### src/rtl/div_unit.sv
// div_unit -- multi-cycle RV32M divider (DIV / DIVU / REM / REMU).
//
// Radix-2 restoring division, one quotient bit per clock. It sits next to
// the EX-stage ALU: EX stalls while in_ready=0 or while it waits for
// out_valid, and the result is muxed onto the ALU result path.
//
// Ports
//   clk        rising-edge clock
//   rst_n      synchronous active-low reset
//   in_valid   request valid         in_ready   idle, can take a request
//   a, b       dividend / divisor    op         00 DIV 01 DIVU 10 REM 11 REMU
//   kill       abort the in-flight operation (CALC or DONE -> IDLE)
//   out_valid  result valid (DONE)   out_ready  consumer takes the result
//   out        registered quotient or remainder
//   busy       unit not idle
//
// Build option
//   DIV_EARLY_OUT_EN : divide-by-zero and signed overflow skip the
//   iterations and go straight to DONE (result one cycle after accept).
//   Without it every operation takes WIDTH CALC cycles; the results are
//   identical either way.

module div_unit #(
    parameter int WIDTH = 32
) (
    input  logic             clk,
    input  logic             rst_n,
    input  logic             in_valid,
    output logic             in_ready,
    input  logic [WIDTH-1:0] a,
    input  logic [WIDTH-1:0] b,
    input  logic [1:0]       op,
    input  logic             kill,
    output logic             out_valid,
    input  logic             out_ready,
    output logic [WIDTH-1:0] out,
    output logic             busy
);

`ifdef DIV_EARLY_OUT_EN
    localparam bit EARLY_OUT = 1'b1;
`else
    localparam bit EARLY_OUT = 1'b0;
`endif

    localparam int CW = (WIDTH > 2) ? $clog2(WIDTH) : 1;

    typedef enum logic [1:0] {IDLE, CALC, DONE} state_t;

    // Everything about the request that is still needed at DONE entry.
    typedef struct packed {
        logic             is_rem;
        logic             neg_q;
        logic             neg_r;
        logic             special;
        logic [WIDTH-1:0] spec_res;
    } req_t;

    state_t           state;
    logic [CW-1:0]    cnt;
    logic [WIDTH-1:0] rem;      // partial remainder
    logic [WIDTH-1:0] dvd;      // dividend bits shift out the top, quotient bits enter the bottom
    logic [WIDTH-1:0] dvs;      // divisor magnitude
    req_t             req;

    // ---------------- request decode ----------------
    logic             sgn_in, rem_in, a_neg, b_neg, b_zero, ovf;
    logic [WIDTH-1:0] a_mag, b_mag;
    req_t             req_in;

    assign sgn_in = ~op[0];
    assign rem_in = op[1];
    assign a_neg  = sgn_in & a[WIDTH-1];
    assign b_neg  = sgn_in & b[WIDTH-1];
    // Two's-complement negation read back as unsigned: -(-2^(W-1)) gives
    // the bit pattern 2^(W-1), which is the exact magnitude.
    assign a_mag  = a_neg ? (~a + WIDTH'(1)) : a;
    assign b_mag  = b_neg ? (~b + WIDTH'(1)) : b;
    assign b_zero = (b == '0);
    assign ovf    = sgn_in & (a == {1'b1, {(WIDTH-1){1'b0}}}) & (b == '1);

    always_comb begin
        req_in          = '0;
        req_in.is_rem   = rem_in;
        req_in.neg_q    = a_neg ^ b_neg;
        req_in.neg_r    = a_neg;
        req_in.special  = b_zero | ovf;
        if (b_zero)
            req_in.spec_res = rem_in ? a : '1;
        else
            req_in.spec_res = rem_in ? '0 : a;
    end

    // ---------------- one restoring step ----------------
    // The shifted remainder needs WIDTH+1 bits: for an unsigned divisor
    // above 2^(W-1) it can exceed WIDTH bits before the subtract.
    logic [WIDTH:0]   rem_sh, rem_sub;
    logic             qbit;
    logic [WIDTH-1:0] rem_nx, quo_nx, q_res, r_res, fin_res;

    assign rem_sh  = {rem, dvd[WIDTH-1]};
    assign rem_sub = rem_sh - {1'b0, dvs};
    assign qbit    = ~rem_sub[WIDTH];          // no borrow -> rem_sh >= dvs
    assign rem_nx  = qbit ? rem_sub[WIDTH-1:0] : rem_sh[WIDTH-1:0];
    assign quo_nx  = {dvd[WIDTH-2:0], qbit};

    // Sign fix-up applied to the values the last step produces.
    assign q_res   = req.neg_q ? (~quo_nx + WIDTH'(1)) : quo_nx;
    assign r_res   = req.neg_r ? (~rem_nx + WIDTH'(1)) : rem_nx;
    assign fin_res = req.special ? req.spec_res : (req.is_rem ? r_res : q_res);

    // ---------------- control ----------------
    always_ff @(posedge clk) begin
        if (!rst_n) begin
            state     <= IDLE;
            in_ready  <= 1'b1;
            out_valid <= 1'b0;
            busy      <= 1'b0;
            out       <= '0;
            cnt       <= '0;
            rem       <= '0;
            dvd       <= '0;
            dvs       <= '0;
            req       <= '0;
        end else begin
            case (state)
                IDLE: begin
                    // kill also blocks acceptance of a request in IDLE
                    if (in_valid && !kill) begin
                        req      <= req_in;
                        dvd      <= a_mag;
                        dvs      <= b_mag;
                        rem      <= '0;
                        cnt      <= '0;
                        in_ready <= 1'b0;
                        busy     <= 1'b1;
                        if (EARLY_OUT && req_in.special) begin
                            state     <= DONE;
                            out       <= req_in.spec_res;
                            out_valid <= 1'b1;
                        end else begin
                            state <= CALC;
                        end
                    end
                end
                CALC: begin
                    if (kill) begin
                        state    <= IDLE;
                        in_ready <= 1'b1;
                        busy     <= 1'b0;
                    end else begin
                        rem <= rem_nx;
                        dvd <= quo_nx;
                        cnt <= cnt + CW'(1);
                        if (cnt == CW'(WIDTH-1)) begin
                            state     <= DONE;
                            out       <= fin_res;
                            out_valid <= 1'b1;
                        end
                    end
                end
                DONE: begin
                    // out holds its value; only the handshake or a kill leaves
                    if (kill || out_ready) begin
                        state     <= IDLE;
                        out_valid <= 1'b0;
                        in_ready  <= 1'b1;
                        busy      <= 1'b0;
                    end
                end
                default: begin
                    state     <= IDLE;
                    out_valid <= 1'b0;
                    in_ready  <= 1'b1;
                    busy      <= 1'b0;
                end
            endcase
        end
    end

endmodule
### config.mk
export PLATFORM = sky130hd
export DESIGN_NAME = div_unit
export DESIGN_NICKNAME = d
export VERILOG_FILES = /design/src/rtl/div_unit.sv
export SDC_FILE = /design/constraint.sdc
export NUM_CORES = 1
export LEC_CHECK = 0
export CAP_MARGIN = 20
export CORE_AREA = 2 2 175 220
export DETAILED_ROUTE_END_ITERATION = 16
export DIE_AREA = 0 0 177 222
export GPL_TIMING_DRIVEN = 0
export MAX_ROUTING_LAYER = met4
export SETUP_SLACK_MARGIN = 0.02
export SYNTH_ARGS = -nofsm -noshare
export SYNTH_HDL_FRONTEND = slang
export SYNTH_SLANG_ARGS = --single-unit
### constraint.sdc
create_clock -name clk -period 6 [get_ports clk]
set_input_delay 1.2 -clock clk [delete_from_list [all_inputs] [get_ports clk]]
set_output_delay 1.2 -clock clk [all_outputs]
set_load 0.02 [all_outputs]
# Word-level counts from Yosys, hierarchy flattened
# Cells that the tools add are included.
[word_totals] in_bits=71 word_cells=92 latch_bits=0 romBits=0 ram_bits=0 out_inout_bits=35 mem_count=0 reg_bits=174
[classes] shift=0 mux=35 n_lt_le_gt_ge=0 bitwise_logic=14 multipliers=0 n_addsub=6 n_eq_ne=11 reduce_logical=12 div=0
[op_table] cell="32-bit 2-to-1 mux" n=14
[op_table] cell="32-bit by 1-bit adder with 32-bit output, second input constant" n=4
[op_table] cell="32-bit NOT" n=4
[op_table] cell="32-bit case mux with 2 select lines" n=2
[op_table] cell="32-bit equality test, second input constant" n=2
[op_table] cell="33-bit by 32-bit subtractor with 33-bit output" n=1
[op_table] cell="32-bit logical NOT" n=1
[op_table] cell="3-bit AND reduction" n=4
[op_table] cell="5-bit 2-to-1 mux" n=2
[op_table] cell="2-bit inequality test, second input constant" n=5
[op_table] cell="5-bit case mux with 2 select lines" n=1
[op_table] cell="1-bit case mux with 3 select lines" n=3
[op_table] cell="1-bit 2-to-1 mux" n=8
[op_table] cell="2-bit 2-to-1 mux" n=4
[op_table] cell="2-bit case mux with 3 select lines" n=1
[op_table] cell="5-bit by 1-bit adder with 5-bit output, second input constant" n=1
[op_table] cell="5-bit equality test, second input constant" n=1
[op_table] cell="1-bit AND" n=4
[op_table] cell="1-bit NOT" n=4
[op_table] cell="4-bit AND reduction" n=1
[op_table] cell="3-bit inequality test, second input constant" n=1
[op_table] cell="2-bit by 1-bit equality test with 1-bit output, second input constant" n=1
[op_table] cell="2-bit equality test, second input constant" n=1
[op_table] cell="2-bit logical NOT" n=1
[op_table] cell="other kinds (7)" n=7

# Logic depth before layout (Yosys ltp)
[depth] word_depth=7 mapped_depth=24 ltp_nobuf=22

# Worst setup path after synthesis
# OpenSTA, ideal clock, no wires.
[synth_timing] path_type="flip-flop to flip-flop" start="register dvd[31]" end="register out[10]" slack_ps=1089 arrival_ps=4847 setup_ps=65 period_less_slack_ps=4911 stages_incl_launch_ff=25 n_path_buf=2 path_cell_list="dfxtp_1 inv_1 ha_1 inv_1 fa_1 a211oi_2 o21ai_2 o2111ai_1 a211oi_2 nor3_2 nor2_2 inv_2 buf_2 buf_1 nor2_1 a21oi_1 ha_1 inv_1 nor4_1 o2111ai_1 and2_1 o31a_1 and3_1 o41a_1 nor2_1"
[synth_between] elab_chain_len=7 elab_cells_between_ends=11
[synth_rtl] item="from (decl)" line="62" text="logic [WIDTH-1:0] dvd;"
[synth_rtl] item="from (signal assigned)" line="131" text="dvd <= a_mag;"
[synth_rtl] item="from (signal assigned)" line="153" text="dvd <= quo_nx;"
[synth_rtl] item="33-bit by 32-bit subtractor with 33-bit output" line="102" text="assign rem_sub = rem_sh - {1'b0, dvs};"
[synth_rtl] item="32-bit 2-to-1 mux or 1-bit NOT (tied branches)" line="104, 103"
[synth_rtl] item="32-bit NOT (on tied branches)" line="109, 108"
[synth_rtl] item="32-bit by 1-bit adder with 32-bit output (on tied branches)" line="109, 108"
[synth_rtl] item="32-bit 2-to-1 mux (on tied branches)" line="109, 108"
[synth_rtl] item="32-bit 2-to-1 mux (*) (2 in series)" line="110" text="assign fin_res = req.special ? req.spec_res : (req.is_rem ? r_res : q_res);"
[synth_rtl] item="to (signal assigned)" line="139" text="out <= req_in.spec_res;"
[synth_rtl] item="to (signal assigned)" line="157" text="out <= fin_res;"
[synth_rtl] item="to (decl)" line="36" text="output logic [WIDTH-1:0] out,"
# Every way passes the cells marked *; elsewhere a longest branch is shown, timed or not.
# A chain may end at the register's enable or synchronous reset.

# Final worst setup path
[layout_timing] start="register dvs[1]" end="register out[30]"
[layout_between] elab_chain_len=7 elab_cells_between_ends=11
[layout_rtl] item="from (decl)" line="63" text="logic [WIDTH-1:0] dvs;"
[layout_rtl] item="from (signal assigned)" line="132" text="dvs <= b_mag;"
[layout_rtl] item="33-bit by 32-bit subtractor with 33-bit output (*)" line="102"
[layout_rtl] item="32-bit 2-to-1 mux or 1-bit NOT (tied branches)" line="104, 103"
[layout_rtl] item="32-bit NOT (on tied branches)" line="109, 108"
[layout_rtl] item="32-bit by 1-bit adder with 32-bit output (on tied branches)" line="109, 108"
[layout_rtl] item="32-bit 2-to-1 mux (on tied branches)" line="109, 108"
[layout_rtl] item="32-bit 2-to-1 mux (*) (2 in series)" line="110"
# Marks and branches as above.

==> metrics.cfg <==
[detailed_routing]
vias = 13792
detail_route.drc_violations = 0
detail_route.vias_per_cell = 5.81
wl_mm = 51.3
ant_nets = 0
drt_pre_antenna_iters = 5
wl_per_cell_um = 21.6
drtIter0Drc = 1011

[logic_synthesis]
yosys-top-cells-area = dfxtp_1 27%, a21oi_1 7.8%, nor2_1 6.4%
cell_with_the_most_instances_after_synthesis = nor2_1
post_synth_instance_area_mm2 = 0.0129
post_synth_most_frequent_cells = 219 x nor2_1, 201 x a21oi_1, 174 x dfxtp_1
synth_fp_nets = 1864
synth_edf_count = 0
syn_area_per_cell_um2 = 7.37
cell_variety_after_synth = 87
synth_top_area_share_pct = 27.0
synth.yosys.seq_area_share_pct = 27.0
synthesis.instances = 1753
synth-main-ff-cell = dfxtp_1
synthArstFlopShare_pct = 0
yosys.area.top_type = dfxtp_1
ys_seq_elements = 174
ys_warn_count = 0

[timing]
tightest_slew_ps = 1200
timing.final.crit_share_pct = 95.3
layout_min_cycle_time_ps = 5720
final_max_slew_viol_count = 0
fin_hold_ws_ps = 459
grt_setup_unrepaired = false
finalClockSkew_ps = 13.3
final-hold-violation-count = 0
report.final.setup_viol = 0
relSlewSlack_pct = 20.0
clock.fmax_mhz = 175

[setup_path]
startpoint = dvs[1]
timing.critical_path.arrival_ps = 6090
cpMaxStageDelayCell = dfxtp_1
path_common_cell = inv_1
critical_path.max_fanout = 10
critPathBufInv = 4
endpoint_kind = flip-flop
cp_cell_sequence = inv_1 > fa_1 > a211oi_2 > o21ai_4 > o2111ai_4 > a211oi_4 > o21a_2 > nor2_2 > clkbuf_4 > buf_4 > mux2i_2 > ha_2 > inv_1 > nor4_2 > o2111ai_1 > and2_1 > nor3_2 > a41oi_1 > xnor2_1 > o32ai_1
worst_r2r_startpoint = dvs[1]
critical_path.top_delay_family = compound AO/OA/AOI/OAI gates
category_of_the_critical_setup_timing_path = reg -> reg
worst-r2r-cell-count = 20
crit_required_ps = 6370
worst_path_largest_cell_delay_ps = 520
r2r-end = out[30]
setup.reg_to_reg.worst_slack_ps = 280
critical_path.startpoint_type = flip-flop

[cells_and_area]
final_design_area_no_fill_mm2 = 0.0152
drive_above_1_share_pct = 5.94
nNetsFinal = 1984
area_growth_syn_to_layout_pct = 17.8
final_core_utilization_pct = 41.0
antenna_cells = 0

[clock_tree]
cts-root-to-sink-buffers = 2
clk_transition_reported_paths_ps = 70
post_cts_repair_timing_setup_buffer_count = 0
clock_insertion_delay_worst_skew_ps = 470
holdBufCountCts = 0
tritoncts = built
h-tree-depth = 4
cts_root_buffer = clkbuf_16
clock-sinks = 174
cts_inserted_buffers = 17

[die]
io-pin-count = 106
floorplan.initialDensity_pct = 34.8
fp-row-count = 79
overall_die_width_um = 177
core-area_mm2 = 0.0371
floorplan.die.height_um = 222
design.die.area_mm2 = 0.0393

[pwr]
swShare_pct = 34.8
intPower_mw = 2.07
p_clk_share_pct = 36.3
power.combinational.fraction_pct = 24.4
worst_ir_drop_vdd_mv = 0.191
power.density_cell_area_mw_per_mm2 = 209
seq_power_share_pct = 39.4
power.leakage_nw = 5.53
power_switching_mw = 1.10
total_power_mw = 3.17

[placement]
dpl-instance-area_mm2 = 0.0145
io_buffer_count = 101
gp_congestion = 0.974
post-dp-hpwl_mm = 41.0

[global_route]
grt_pass1_wl_mm = 77.1
grt_remaining_overflow = 0
groute.usage.overall_pct = 26.4
grt_antenna_before_repair = 1
grt_max_degree = 20
first_global_vias = 13237

[min_path]
whs_path_depth = 2
min_path_type = reg -> reg
hold_start = out[1]
whs_endpoint = out[1]

[run]
maxCapViolations = 0

[status]
run_status = finished clean

==> cell type report <==
type | count | area [um^2]
fill | 3901 | 21900
multi-input combinational | 1397 | 8760
sequential | 174 | 3480
timing repair buffer | 102 | 1020
tap | 486 | 608
buffer | 120 | 528
clock buffer | 17 | 425
inverter | 61 | 229
clock inverter | 15 | 154
==> worst reg2reg max path, delay by kind of cell, from the launching register on <==
| family | cells | cell delay [ps] |
|---|---|---|
| AO/OA/AOI/OAI | 8 | 1880 |
| XOR/XNOR | 1 | 190 |
| adder cells (fa/ha/maj) | 2 | 780 |
| buffers and inverters | 4 | 770 |
| flip-flops | 1 | 520 |
| multiplexers | 1 | 330 |
| AND/OR/NAND/NOR | 4 | 1170 |
==> worst max-delay path by stage <==
stage	endpoint	slack (ps)	depth (start not counted)
after floorplan	out[10]	1090	24
after global placement	out[28]	-900	23
after detailed placement	out[30]	-890	23
after CTS	out[8]	70	21
after global routing	out[8]	60	22
final	out[30]	280	20
==> placed cells by master, fill, tap and decap left out, types with 17 or more instances in the layout <==
cell,count
a211oi_1,55
ha_1,38
and3_1,18
dfxtp_1,173
xnor2_1,60
inv_1,60
mux2i_1,17
nor4_1,23
clkbuf_16,17
nor2_1,219
nor3_1,29
a22oi_1,24
or3_1,24
nand3_1,22
nand2_1,125
xor2_1,57
o31ai_1,22
o21ai_0,142
clkdlybuf4s50_1,101
nand2b_1,18
nor2b_1,37
and2_1,18
clkbuf_1,96
a21oi_1,201
nand4_1,18
==> power groups by stage <==
stage	registers (mW)	clock network (mW)	logic (mW)
floorplan	1.26	0	0.488
global placement	1.27	0	0.743
detailed placement	1.27	0	0.746
CTS	1.25	1.15	0.756
global route	1.25	1.20	0.838
finish	1.25	1.15	0.774
==> flip-flops by register name, summed over array words and instances, names as in the netlist <==
| register | flops |
|---|---|
| busy | 1 |
| out_valid | 1 |
| out | 32 |
| req | 36 |
| dvd | 32 |
| dvs | 32 |
| in_ready | 1 |
| state | 2 |
| cnt | 5 |
| rem | 32 |
==> metrics by stage <==
stage	cells	TNS (ps)	setup slack (ps)
detailed placement	2341	-8840	-890
global placement	2340	-8570	-899
global route	2372	0	59.5
finish	2372	0	280
CTS	2372	0	72.0
floorplan	1753	0	1090
==> repair_timing <==
action,in CTS,in global routing
endpoints found under the setup margin,13,10
resized for setup,8,11
endpoints found under the hold margin,0,0
==> cell families (layout without fill, tap and decap cells) <==
group / Yosys count / count (layout) / share of synthesized area (%)
flip-flops: 174 / 174 / 27.0
adder cells (fa/ha/maj): 40 / 40 / 3.93
buffers and inverters: 182 / 315 / 5.83
AO/OA/AOI/OAI: 612 / 612 / 30.3
XOR/XNOR: 117 / 117 / 7.94
AND/OR/NAND/NOR: 595 / 595 / 22.3
multiplexers: 33 / 33 / 2.70
==> metal layers <==
metal	track usage (%)	vias up	wire length [um]
met5	-	-	0
met4	12.1	0	2370
met3	3.64	128	2500
met2	45.7	468	25600
met1	30.0	6580	20700
li1	-	6616	-
Note: power is estimated with default switching activity, not from simulation.
